[src/rtl/numberle_round_ctrl_if.sv]
// Port bundle of the Numberle round sequencer: keypad, raw buttons and secret in,
// guess/cursor/score/display state out.
interface numberle_round_ctrl_if;
  logic [3:0]  key_val;
  logic        btn_right;
  logic        btn_left;
  logic        btn_submit;
  logic [15:0] secret;
  logic        secret_valid;
  logic [15:0] guess;
  logic [1:0]  cursor;
  logic [7:0]  feedback;
  logic [3:0]  try_count;
  logic [1:0]  disp_mode;
  logic [15:0] led;

  modport master (
    output key_val, btn_right, btn_left, btn_submit, secret, secret_valid,
    input  guess, cursor, feedback, try_count, disp_mode, led
  );

  modport slave (
    input  key_val, btn_right, btn_left, btn_submit, secret, secret_valid,
    output guess, cursor, feedback, try_count, disp_mode, led
  );
endinterface

[src/rtl/numberle_round_ctrl.sv]
// Numberle round sequencer: guess editing, two-pass scoring against the secret, display mode.
// Optional macro NUMBERLE_HINT_LED_EN mirrors feedback/try count/lose onto the LEDs.
module numberle_round_ctrl #(
  parameter int MAX_TRIES       = 6,
  parameter int DEBOUNCE_CYCLES = 1000000,
  parameter int SHOW_CYCLES     = 50000000
) (
  input  logic                  clock,
  input  logic                  reset,
  numberle_round_ctrl_if.slave  io_if
);
  localparam int DB_W = $clog2(DEBOUNCE_CYCLES);
  localparam int SH_W = (SHOW_CYCLES > 1) ? $clog2(SHOW_CYCLES) : 1;
  localparam logic [DB_W-1:0] DB_LAST   = DB_W'(DEBOUNCE_CYCLES - 1);
  localparam logic [SH_W-1:0] SH_LAST   = SH_W'(SHOW_CYCLES - 1);
  localparam logic [3:0]      TRY_LIMIT = 4'(MAX_TRIES);
  localparam int B_RIGHT = 0;
  localparam int B_LEFT  = 1;
  localparam int B_SUB   = 2;

  typedef enum logic [2:0] {
    S_IDLE, S_ENTRY, S_CHK_EXACT, S_CHK_PRESENT, S_SHOW, S_WIN, S_LOSE
  } state_t;

  logic [2:0]      w_btn_raw;
  logic [2:0]      r_sync1, r_sync2, r_db, r_db_q;
  logic [DB_W-1:0] r_db_cnt [3];
  logic [2:0]      w_pulse;
  logic [3:0]      r_key1, r_key2;
  logic            w_key_evt;

  state_t          r_state;
  logic [15:0]     r_guess;
  logic [1:0]      r_cursor;
  logic [7:0]      r_fb;
  logic [3:0]      r_try;
  logic [1:0]      r_mode;
  logic [3:0]      r_exact, r_used;
  logic [1:0]      r_idx;
  logic [SH_W-1:0] r_show_cnt;

  logic [3:0]      w_exact;
  logic [7:0]      w_fb_exact;
  logic            w_full;
  logic [3:0]      w_gi;
  logic            w_found, w_hit;
  logic [1:0]      w_j;
  logic [3:0]      w_try_nxt;
  logic [15:0]     w_led;

  assign w_btn_raw = {io_if.btn_submit, io_if.btn_left, io_if.btn_right};

  // Button conditioning: 2-FF synchroniser, then level accepted after DEBOUNCE_CYCLES stable samples
  always_ff @(posedge clock) begin
    if (reset) begin
      r_sync1 <= '0;
      r_sync2 <= '0;
      r_db    <= '0;
      r_db_q  <= '0;
      for (int b = 0; b < 3; b++) r_db_cnt[b] <= '0;
    end else begin
      r_sync1 <= w_btn_raw;
      r_sync2 <= r_sync1;
      r_db_q  <= r_db;
      for (int b = 0; b < 3; b++) begin
        if (r_sync2[b] == r_db[b]) begin
          r_db_cnt[b] <= '0;
        end else if (r_db_cnt[b] == DB_LAST) begin
          r_db_cnt[b] <= '0;
          r_db[b]     <= r_sync2[b];
        end else begin
          r_db_cnt[b] <= r_db_cnt[b] + 1'b1;
        end
      end
    end
  end

  assign w_pulse = r_db & ~r_db_q;

  // Keypad sampling: an event only on the F -> digit transition, so a held key counts once
  always_ff @(posedge clock) begin
    if (reset) begin
      r_key1 <= 4'hF;
      r_key2 <= 4'hF;
    end else begin
      r_key1 <= io_if.key_val;
      r_key2 <= r_key1;
    end
  end

  assign w_key_evt = (r_key2 == 4'hF) && (r_key1 <= 4'd9);

  always_comb begin
    w_full     = 1'b1;
    w_exact    = '0;
    w_fb_exact = '0;
    for (int i = 0; i < 4; i++) begin
      w_exact[i]            = (r_guess[4*i +: 4] == io_if.secret[4*i +: 4]);
      w_fb_exact[2*i +: 2]  = w_exact[i] ? 2'b10 : 2'b00;
      if (r_guess[4*i +: 4] == 4'hF) w_full = 1'b0;
    end
  end

  // Lowest unused secret position matching the digit under test; descending loop keeps the lowest
  always_comb begin
    w_gi    = r_guess[{r_idx, 2'b00} +: 4];
    w_found = 1'b0;
    w_j     = '0;
    for (int j = 3; j >= 0; j--) begin
      if (!r_used[j] && (io_if.secret[4*j +: 4] == w_gi)) begin
        w_found = 1'b1;
        w_j     = 2'(j);
      end
    end
    w_hit = w_found && !r_exact[r_idx];
  end

  assign w_try_nxt = (r_try == 4'hF) ? 4'hF : r_try + 4'd1;

  always_ff @(posedge clock) begin
    if (reset) begin
      r_state    <= S_IDLE;
      r_guess    <= 16'hFFFF;
      r_cursor   <= '0;
      r_fb       <= '0;
      r_try      <= '0;
      r_mode     <= '0;
      r_exact    <= '0;
      r_used     <= '0;
      r_idx      <= '0;
      r_show_cnt <= '0;
    end else begin
      case (r_state)
        S_IDLE: begin
          r_guess  <= 16'hFFFF;
          r_cursor <= '0;
          r_fb     <= '0;
          r_try    <= '0;
          r_mode   <= 2'd0;
          if (io_if.secret_valid) r_state <= S_ENTRY;
        end
        S_ENTRY: begin
          if (w_pulse[B_SUB] && w_full) begin
            r_state <= S_CHK_EXACT;
          end else begin
            if (w_key_evt) r_guess[{r_cursor, 2'b00} +: 4] <= r_key1;
            if (w_pulse[B_RIGHT] && !w_pulse[B_LEFT])      r_cursor <= r_cursor + 2'd1;
            else if (w_pulse[B_LEFT] && !w_pulse[B_RIGHT]) r_cursor <= r_cursor - 2'd1;
          end
        end
        S_CHK_EXACT: begin
          r_exact <= w_exact;
          r_used  <= w_exact;
          r_fb    <= w_fb_exact;
          r_idx   <= '0;
          r_state <= S_CHK_PRESENT;
        end
        S_CHK_PRESENT: begin
          if (w_hit) begin
            r_fb[{r_idx, 1'b0} +: 2] <= 2'b01;
            r_used[w_j]              <= 1'b1;
          end
          r_idx <= r_idx + 2'd1;
          if (r_idx == 2'd3) begin
            r_try <= w_try_nxt;
            if (r_exact == 4'hF) begin
              r_state <= S_WIN;
              r_mode  <= 2'd2;
            end else if (w_try_nxt == TRY_LIMIT) begin
              r_state <= S_LOSE;
              r_mode  <= 2'd3;
            end else begin
              r_state    <= S_SHOW;
              r_mode     <= 2'd1;
              r_show_cnt <= '0;
            end
          end
        end
        S_SHOW: begin
          if (r_show_cnt == SH_LAST) begin
            r_state  <= S_ENTRY;
            r_guess  <= 16'hFFFF;
            r_cursor <= '0;
            r_mode   <= 2'd0;
          end else begin
            r_show_cnt <= r_show_cnt + 1'b1;
          end
        end
        S_WIN, S_LOSE: begin
          if (w_pulse[B_SUB]) begin
            r_state  <= S_IDLE;
            r_try    <= '0;
            r_guess  <= 16'hFFFF;
            r_fb     <= '0;
            r_cursor <= '0;
            r_mode   <= 2'd0;
          end
        end
        default: r_state <= S_IDLE;
      endcase
    end
  end

`ifdef NUMBERLE_HINT_LED_EN
  assign w_led = {r_state == S_WIN, r_state == S_LOSE, 2'b00, r_try, r_fb};
`else
  assign w_led = {r_state == S_WIN, 15'd0};
`endif

  assign io_if.guess     = r_guess;
  assign io_if.cursor    = r_cursor;
  assign io_if.feedback  = r_fb;
  assign io_if.try_count = r_try;
  assign io_if.disp_mode = r_mode;
  assign io_if.led       = w_led;
endmodule

[src/flat_wrapper.sv]
// flat-port wrapper written by rule: the top's interface ports become plain ports
module numberle_round_ctrl_flat 
#(
  parameter int MAX_TRIES       = 6,
  parameter int DEBOUNCE_CYCLES = 1000000,
  parameter int SHOW_CYCLES     = 50000000
)
  (clock, reset, io_if_key_val, io_if_btn_right, io_if_btn_left, io_if_btn_submit, io_if_secret, io_if_secret_valid, io_if_guess, io_if_cursor, io_if_feedback, io_if_try_count, io_if_disp_mode, io_if_led);
  numberle_round_ctrl_if io_if_i ();
  input  logic clock;
  input  logic reset;
  input wire logic [$bits(io_if_i.key_val)-1:0] io_if_key_val;
  input wire logic [$bits(io_if_i.btn_right)-1:0] io_if_btn_right;
  input wire logic [$bits(io_if_i.btn_left)-1:0] io_if_btn_left;
  input wire logic [$bits(io_if_i.btn_submit)-1:0] io_if_btn_submit;
  input wire logic [$bits(io_if_i.secret)-1:0] io_if_secret;
  input wire logic [$bits(io_if_i.secret_valid)-1:0] io_if_secret_valid;
  output wire logic [$bits(io_if_i.guess)-1:0] io_if_guess;
  output wire logic [$bits(io_if_i.cursor)-1:0] io_if_cursor;
  output wire logic [$bits(io_if_i.feedback)-1:0] io_if_feedback;
  output wire logic [$bits(io_if_i.try_count)-1:0] io_if_try_count;
  output wire logic [$bits(io_if_i.disp_mode)-1:0] io_if_disp_mode;
  output wire logic [$bits(io_if_i.led)-1:0] io_if_led;
  assign io_if_i.key_val = io_if_key_val;
  assign io_if_i.btn_right = io_if_btn_right;
  assign io_if_i.btn_left = io_if_btn_left;
  assign io_if_i.btn_submit = io_if_btn_submit;
  assign io_if_i.secret = io_if_secret;
  assign io_if_i.secret_valid = io_if_secret_valid;
  assign io_if_guess = io_if_i.guess;
  assign io_if_cursor = io_if_i.cursor;
  assign io_if_feedback = io_if_i.feedback;
  assign io_if_try_count = io_if_i.try_count;
  assign io_if_disp_mode = io_if_i.disp_mode;
  assign io_if_led = io_if_i.led;
  numberle_round_ctrl #(.MAX_TRIES(MAX_TRIES), .DEBOUNCE_CYCLES(DEBOUNCE_CYCLES), .SHOW_CYCLES(SHOW_CYCLES)) u_core (.clock(clock), .reset(reset), .io_if(io_if_i));
endmodule
[config.mk]
export PLATFORM = sky130hd
export DESIGN_NAME = numberle_round_ctrl_flat
export DESIGN_NICKNAME = d
export VERILOG_FILES = /design/src/rtl/numberle_round_ctrl_if.sv /design/src/rtl/numberle_round_ctrl.sv /design/src/flat_wrapper.sv
export SDC_FILE = /design/constraint.sdc
export NUM_CORES = 1
export LEC_CHECK = 0
export CORE_UTILIZATION = 53
export DETAILED_ROUTE_END_ITERATION = 16
export GPL_TIMING_DRIVEN = 0
export PLACE_DENSITY = 0.79
export RECOVER_POWER = 100
export SETUP_SLACK_MARGIN = 0.1
export SLEW_MARGIN = 15
export SYNTH_ARGS = -nofsm -noshare
export SYNTH_HDL_FRONTEND = slang
export SYNTH_SLANG_ARGS = --single-unit
[constraint.sdc]
create_clock -name clock -period 2.4 [get_ports clock]
set_input_delay 0.6 -clock clock [delete_from_list [all_inputs] [get_ports clock]]
set_output_delay 0.6 -clock clock [all_outputs]
set_load 0.01 [all_outputs]
==> metrics.md, run 1 <==
| Metric | Value |
|---|---|
| Initial drt markers | approximately 460 |
| #FFs+latches synth | 151 |
| Ys async rst share | 0 |
| Worst R2R Path Depth | 7 |
| Clock skew | roughly 0.0081 ns |
| WP data required | about 2.7 ns |
| Hpwl dp | between 10,000 and 15,000 um |
| Core region area | around 15,000 um2 |
| Post-Synth XOR/XNOR Area | 0.103 |
| Leakage | 3.85 nW |
| DIE WIDTH | 128 um |
| DRC | 0 |
| Clock net sink count | 151 |
| Port Buffers | 57 |
| Die ar. | around 16,000 um2 |
| Initial Util | 0.548 |
| Critical Path End | u_core.r_used[2] |
| Post-synth EDFFs | 60 |
| Gr ovfl total | 0 |
| Avg Synthesized Cell Area | between 9 and 10 um2 |
| Placement Setup Slack | -0.346 ns |
| Final non-filler cell total | 1,309 |
| Unrepaired setup endpoints after global routing | true |
| Vias in the first global route | about 7,000 |
| Crit path time final | about 2.3 ns |
| Yosys cell types | 71 |
| CTS tree | built |
| GRT Util Overall | 0.247 |
| Clock Tree Root | clkbuf_16 |
| Placed cell count | approximately 1,300 |
| Simple-Gate Fraction of Synth Area | 0.244 |
| Final Net Count | about 1,100 |
| Hold WS | around 0.44 ns |
| Worst R2R End | u_core.r_used[2] |
| Commonest non-fill, non-tap cells in the layout | 132 x nor2_1, 86 x dfxtp_1, 81 x nand2_1 |
| Dominant synthesized flop cell | dfxtp_1 |
| Slew headroom | 0.544 |
| Routability cong. | 0.871 |
| Via density | about 5.5 |
| Layout cell share with drive strength beyond 1 | 0.122 |
| First-pass GRT wire length | about 32,000 um |
| Synthesized instance count | just over 900 |
| Commonest non-fill, non-tap cell in the layout | nor2_1 |
| Peak VDD IR | 0.000755 V |
| Worst setup SP type | flop |
| Synth Warn # | 0 |
| CP max FO | 7 |
| Power Dens Cells | between 600 and 700 nW/um2 |
| WL final | about 20,000 um |
| Vias | 7,210 |
| Hold Fails Final Rpt | 0 |
| CTS Buf Count | 17 |
| Hold Crit Class | flop to flop |
| Die height | approximately 130 um |
| P&R area growth vs syn | 25.3% |
| Worst slew pin tran | 0.674 ns |
| Post-route ant nets | 0 |
| Mapped cell area | between 8000 and 9000 um2 |
| Drt pass-1 iters | 5 |
| Setup ws final | approximately 0.084 ns |
| H-tree depth | 4 |
| Setup slack, reg-to-reg | 0.08 ns |
| Critical Path Start | u_core.r_idx[0] |
| Adder-Cell Fraction of Synth Area | 0.0208 |
| Pin count of the biggest net entering global routing | 17 |
| Mux cell area share after synthesis | 0.0518 |
| Design Power | 6.84 mW |
| Max Fclk | 432 MHz |
| Data arrival time of the worst path | between 2 and 3 ns |
| Number of max-cap violations | 0 |
| Run status | finished clean |
| WS Path Type | flop to flop |
| Seq/Total Area, Yosys | 0.430 |
| Site Rows | 45 |
| Clock-pin slew on the worst setup and hold paths | 0.06 ns |
| Largest family of logic cells by synthesized area | simple AND/OR/NAND/NOR gates |
| Ports | 74 |
| Compound-gate portion of the synthesized area | 0.111 |
| # diodes | 0 |
| Fin crit share | 0.965 |
| Worst-skew pair later-pin latency | 0.43 ns |
| CTS max path bufs | 2 |
| Final Slew Violations | 0 |
| Routed length per placed instance | 15.1 um |
| Worst r2r src | u_core.r_idx[0] |
| Antenna violations before repair | 0 |
| # setup viols final | 0 |
| Crit. End Element | flop |
| Hold buffers post-CTS | 0 |
worst min path at each step:
stage | start | end | slack [ns] | depth (start not counted)
4_1_cts | u_core.r_sync1[2] | u_core.r_sync2[2] | 0.44 | 1
6_report | u_core.r_sync1[0] | u_core.r_sync2[0] | 0.44 | 1
5_1_grt | u_core.r_sync1[0] | u_core.r_sync2[0] | 0.47 | 1
3_3_place_gp | u_core.r_sync1[0] | u_core.r_sync2[0] | 0.42 | 1
3_5_place_dp | u_core.r_sync1[2] | u_core.r_sync2[2] | 0.43 | 1
2_1_floorplan | u_core.r_sync1[0] | u_core.r_sync2[0] | 0.41 | 1
state kept, by name, indices dropped and copies added, names as in the netlist, 4 cells and up:
name	count
u_core.io_if.guess	16
u_core.io_if.try_count	4
u_core.r_key1	4
u_core.io_if.feedback	8
u_core.r_used	4
u_core.r_show_cnt	26
u_core.r_db_cnt	60
u_core.r_exact	4
u_core.r_key2	4
layout make-up:
class | instances | area [um2]
Multi-Input combinational cell | 770 | 4940
Fill cell | 1196 | 4810
Sequential cell | 151 | 3630
Timing Repair Buffer | 77 | 717
Clock buffer | 22 | 518
Buffer | 48 | 279
Tap cell | 211 | 264
Clock inverter | 10 | 134
Inverter | 20 | 75.1
cell families (layout without fill, tap and decap cells):
group,Yosys count,count (layout)
and+or+nand+nor,409,409
DFF,151,151
AOI/OAI and AO/OA,136,136
xor gates and xnor gates,99,99
buffers and inverters,69,177
muxes,37,37
adders and majority gates,14,14
other,2,75
timing repair:
item	4_1_cts	5_1_grt
endpoints found under the setup margin	76	87
pin swaps	5	9
resized for setup	36	33
setup buffers	8	12
synth_stat cells, types with 18 or more instances:
master	count	area, um2
a211oi_1	21	158
a21oi_1	35	175
and3_1	18	113
clkbuf_1	30	113
dfxtp_1	91	1820
edfxtp_1	60	1800
inv_1	20	75.1
mux2i_1	32	320
nand2_1	83	312
nand3_1	32	160
nand4_1	25	156
nor2_1	133	499
nor3_1	18	90.1
xnor2_1	39	342
xor2_1	60	526
worst max-delay path, stage by stage (launching register included):
cell,delay [ns]
dfxtp_4,0.41
buf_12,0.14
mux2i_1,0.41
mux2i_1,0.25
a2111o_1,0.21
nand2_2,0.12
o31a_4,0.33
o311a_1,0.34
routing by layer:
metal | track usage | vias to the layer above | part of all wire
met1 | 0.312 | 3396 | 0.43
met4 | 0.120 | 0 | 0.022
met2 | 0.410 | 219 | 0.49
met3 | 0.0413 | 43 | 0.053
li1 | - | 3552 | -
met5 | 0 | - | 0
report_power, final:
part | switching [mW] | internal, mW | total, mW
clock network | 1.06 | 1.85 | 2.90
logic | 0.539 | 0.453 | 0.992
registers | 0.159 | 2.78 | 2.94
metrics by stage:
stage / setup TNS, ns / utilization / area, um2
detailed placement: -8.15 / 0.620 / 9540
finish: 0 / 0.687 / 10600
CTS: 0 / 0.672 / 10300
global placement: -7.61 / 0.620 / 9540
floorplan: 0 / - / 8700
global route: -0.824 / 0.687 / 10600
No activity file was read; power rests on OpenSTA's default activity.
==> run 2: changes to the inputs <==
--- a/config.mk
+++ b/config.mk
@@ -5,6 +5,7 @@
 export SDC_FILE = /design/constraint.sdc
 export NUM_CORES = 1
 export LEC_CHECK = 0
+export CAP_MARGIN = 5
 export CORE_UTILIZATION = 53
 export DETAILED_ROUTE_END_ITERATION = 16
 export GPL_TIMING_DRIVEN = 0
==> results of run 2 <==
No change in the layout: final DEF, timing and power equal those of run 1.
==> run 3: changes to the inputs <==
--- a/config.mk
+++ b/config.mk
@@ -5,6 +5,7 @@
 export SDC_FILE = /design/constraint.sdc
 export NUM_CORES = 1
 export LEC_CHECK = 0
+export ABC_AREA = 1
 export CAP_MARGIN = 5
 export CORE_UTILIZATION = 53
 export DETAILED_ROUTE_END_ITERATION = 16
==> run 3 against run 2 <==
Effect of this change:
- synthesized cell count up 31%
- worst setup slack improved by 0.13 ns
- cell area rose by 1.6%
- worst hold slack got worse by 0.038 ns
- die area rose by 5.2%
- area after synthesis up 5.3%
- wire length up 7.3%
- register-to-register slack gained 0.13 ns
- non-clock buffer count fell by 18
- critical path depth increased by 6
- count of clock-buffer cells in the layout fell by 3
==> metrics.md, run 3 <==
| Metric | Value |
|---|---|
| Routed length per placed instance | 13.3 um (-12%) |
| CP max FO | 10 (+3) |
| Routability cong. | 0.933 (+7.2%) |
| Ports | 74 (unchanged) |
| Run status | finished clean |
| Crit. End Element | flop |
| Antenna violations before repair | 0 (unchanged) |
| CP most frequent cell | nand2_1 |
| Number of max-cap violations | 0 (unchanged) |
| WS Path Type | flop to flop |
| Design Power | 8.52 mW (+25%) |
| Commonest cells post-synth | 248 x nand2_1, 167 x nor2_1, 131 x inv_1 |
| Final Slew Violations | 0 (unchanged) |
| #FFs+latches synth | 151 (unchanged) |
| Hpwl dp | 15,500 um (+15%) |
| CP max-delay cell | dfxtp_1 |
| Largest Register | u_core.r_db_cnt |
| Avg Synthesized Cell Area | 7.39 um2 (-20%) |
| P&R area growth vs syn | 20.9% |
| Dominant synthesized flop cell | dfxtp_1 |
| WL final | 21,200 um (+7.3%) |
| DRC | 0 (unchanged) |
| Worst R2R Path Depth | 13 (+6) |
| Synth area leaders | dfxtp_1 21%, edfxtp_1 20%, nand2_1 10% |
| WP data required | 2.70 ns (about the same) |
| Initial Util | 0.550 (+0.00216) |
| Hold Crit Class | flop to flop |
| Power Dens Cells | 795 nW/um2 (+23%) |
| Unrepaired setup endpoints after global routing | false |
| Hold Path Depth | 2 (+1) |
| H-tree depth | 4 (unchanged) |
| # diodes | 0 (unchanged) |
| Synth area leader | dfxtp_1 |
| Crit path time final | 2.18 ns (-0.133 ns) |
| CTS tree | built |
| Clock skew | 0.00863 ns (+0.000531 ns) |
| Max reg flops | 60 (unchanged) |
| Clock net sink count | 151 (unchanged) |
| GRT Util Overall | 0.246 (-0.000515) |
| Leakage | 4.46 nW (+16%) |
| Clock Tree Root | clkbuf_16 |
| Slew headroom | 0.534 (-0.00999) |
| Pin count of the biggest net entering global routing | 17 (unchanged) |
| Initial drt markers | 665 (+46%) |
| Mapped cell area | 8870 um2 (+5.3%) |
| CP top delay family | simple AND/OR/NAND/NOR gates |
| First-pass GRT wire length | 34,700 um (+8.9%) |
| Final Net Count | 1,399 (+24%) |
| Die ar. | 17,300 um2 (+5.2%) |
| Clock-pin slew on the worst setup and hold paths | 0.07 ns (about the same) |
| Post-route ant nets | 0 (unchanged) |
| Commonest non-fill, non-tap cells in the layout | 245 x nand2_1, 162 x nor2_1, 131 x inv_1 |
| Hold buffers post-CTS | 0 (unchanged) |
| Worst path buffer plus inverter count | 2 (+1) |
| Vias in the first global route | 7,485 (+10%) |
| Drt pass-1 iters | 5 (unchanged) |
| CTS Buf Count | 17 (unchanged) |
| Core region area | 16,100 um2 (+4.8%) |
| Commonest non-fill, non-tap cell in the layout | nand2_1 |
| Synth Warn # | 0 (unchanged) |
| Post-synth EDFFs | 60 (unchanged) |
| Worst slew pin tran | 0.692 ns (+0.0181 ns) |
| # setup viols final | 0 (unchanged) |
| Stages on worst setup path | 13 (+6) |
| Data arrival time of the worst path | 2.48 ns (-0.15 ns) |
| Worst-skew pair later-pin latency | 0.43 ns (about the same) |
| Yosys cell types | 50 (-30%) |
| CTS max path bufs | 2 (unchanged) |
| Port Buffers | 58 (+1.8%) |
| Synth top area share | 0.205 (-0.0108) |
| Max Fclk | 458 MHz (+6.1%) |
| Peak VDD IR | 0.000587 V (-22%) |
| Fin crit share | 0.910 (-0.0555) |
| Worst setup SP type | flop |
| Setup ws final | 0.217 ns (+0.133 ns) |
| Gr ovfl total | 0 (unchanged) |
| Synthesized instance count | 1,200 (+31%) |
| Vias | 8,243 (+14%) |
| Hold Fails Final Rpt | 0 (unchanged) |
| Ys async rst share | 0 (unchanged) |
| Most frequent cell after synthesis | nand2_1 |
| Site Rows | 46 (+2.2%) |
| Via density | 5.19 (-5.8%) |
| Setup slack, reg-to-reg | 0.22 ns (+0.13 ns) |
| DIE WIDTH | 131 um (+2.6%) |
| Layout cell share with drive strength beyond 1 | 0.105 (-0.0171) |
| Max stage delay on crit path | 0.36 ns (-0.05 ns) |
| Seq/Total Area, Yosys | 0.409 (-0.0215) |
| Placement Setup Slack | -0.164 ns (+0.182 ns) |
| Die height | 131 um (+2.6%) |
| CP Cell Sequence | ha_1 -> nand2_1 -> nor2_4 -> nand2_1 -> nor3_1 -> nand3_1 -> nand2_2 -> nand2_1 -> nand2_4 -> inv_2 -> buf_2 -> nand2_1 -> a21oi_1 |
-- run 3: cell types whose count changed in the layout (fill, tap and decap cells not counted), sizes merged, moves of 14 or more --
cell	previous run	this run
a211oi	21	6
mux2i	32	0
nor2b	14	0
o21ai	25	40
nand3	32	97
inv	22	147
a21oi	35	84
nor2	134	178
and3	18	1
nor3	18	45
or3	15	0
nand2	84	258
xor2	60	34
xnor2	39	7
-- run 3: worst paths after layout --
| path | start | to |
|---|---|---|
| worst max-delay path | u_core.r_show_cnt[1] | u_core.r_show_cnt[20] |
| worst min-delay path | u_core.r_sync1[2] | u_core.r_sync2[2] |
| worst max register to register | u_core.r_show_cnt[1] | u_core.r_show_cnt[20] |
| worst min register to register | u_core.r_sync1[2] | u_core.r_sync2[2] |
-- run 3: area by class of cell --
type | count | area (um2)
clock buffers | 19 | 475
clock inverters | 13 | 123
fillers | 1394 | 5390
multi-input cells | 944 | 4830
inverters | 138 | 518
repair buffers | 67 | 641
flip-flops and latches | 151 | 3630
well taps | 216 | 270
plain buffers | 40 | 241
-- run 3: kinds of logic after synthesis --
group	after synthesis	share of synthesized area
AND/OR/NAND/NOR	664	0.353
buffers and inverters	178	0.0851
flip-flops	151	0.409
AO/OA/AOI/OAI	150	0.0928
XOR/XNOR	41	0.0405
adder cells (fa/ha/maj)	14	0.0197
other	2	0.000847
-- run 3: metal layers --
metal | wire [um] | track usage | part of all wire
met1 | 9490 | 0.317 | 0.45
met5 | 0 | 0 | 0
met2 | 10000 | 0.410 | 0.47
met3 | 1250 | 0.0482 | 0.059
met4 | 428 | 0.0898 | 0.020
-- run 3: power breakdown --
part           switching [mW]  internal, mW  leakage [nW]  total [mW]
clock                    1.18          1.49         0.293        2.68
combinational            1.65         0.969          2.80        2.62
sequential              0.301          2.92          1.36        3.22
total                    3.14          5.38          4.46        8.52
-- run 3: metrics by stage --
| stage | instance area (um2) | hold slack [ns] | utilization | instances | TNS (ns) |
|---|---|---|---|---|---|
| 6_report | 10700 | 0.403 | 0.666 | 1588 | 0 |
| 5_1_grt | 10700 | 0.425 | 0.666 | 1588 | 0 |
| 4_1_cts | 10600 | 0.404 | 0.658 | 1579 | 0 |
| 3_5_place_dp | 9990 | 0.395 | 0.620 | 1547 | -1.86 |
| 3_3_place_gp | 9990 | 0.392 | 0.620 | 1547 | -1.44 |
| 2_1_floorplan | 9140 | 0.388 | - | 1273 | 0 |
-- run 3: worst min-delay path, cell delays in order (launching register included) --
cell and delay, ns:
dfxtp_1 0.30, inv_1 0.04, nor2_1 0.03
-- run 3: repair_timing --
| item | CTS | global route |
|---|---|---|
| gates resized for setup | 6 | 25 |
| pin swaps | 0 | 3 |
| buffers inserted | 0 | 9 |
| setup endpoints to repair | 28 | 97 |
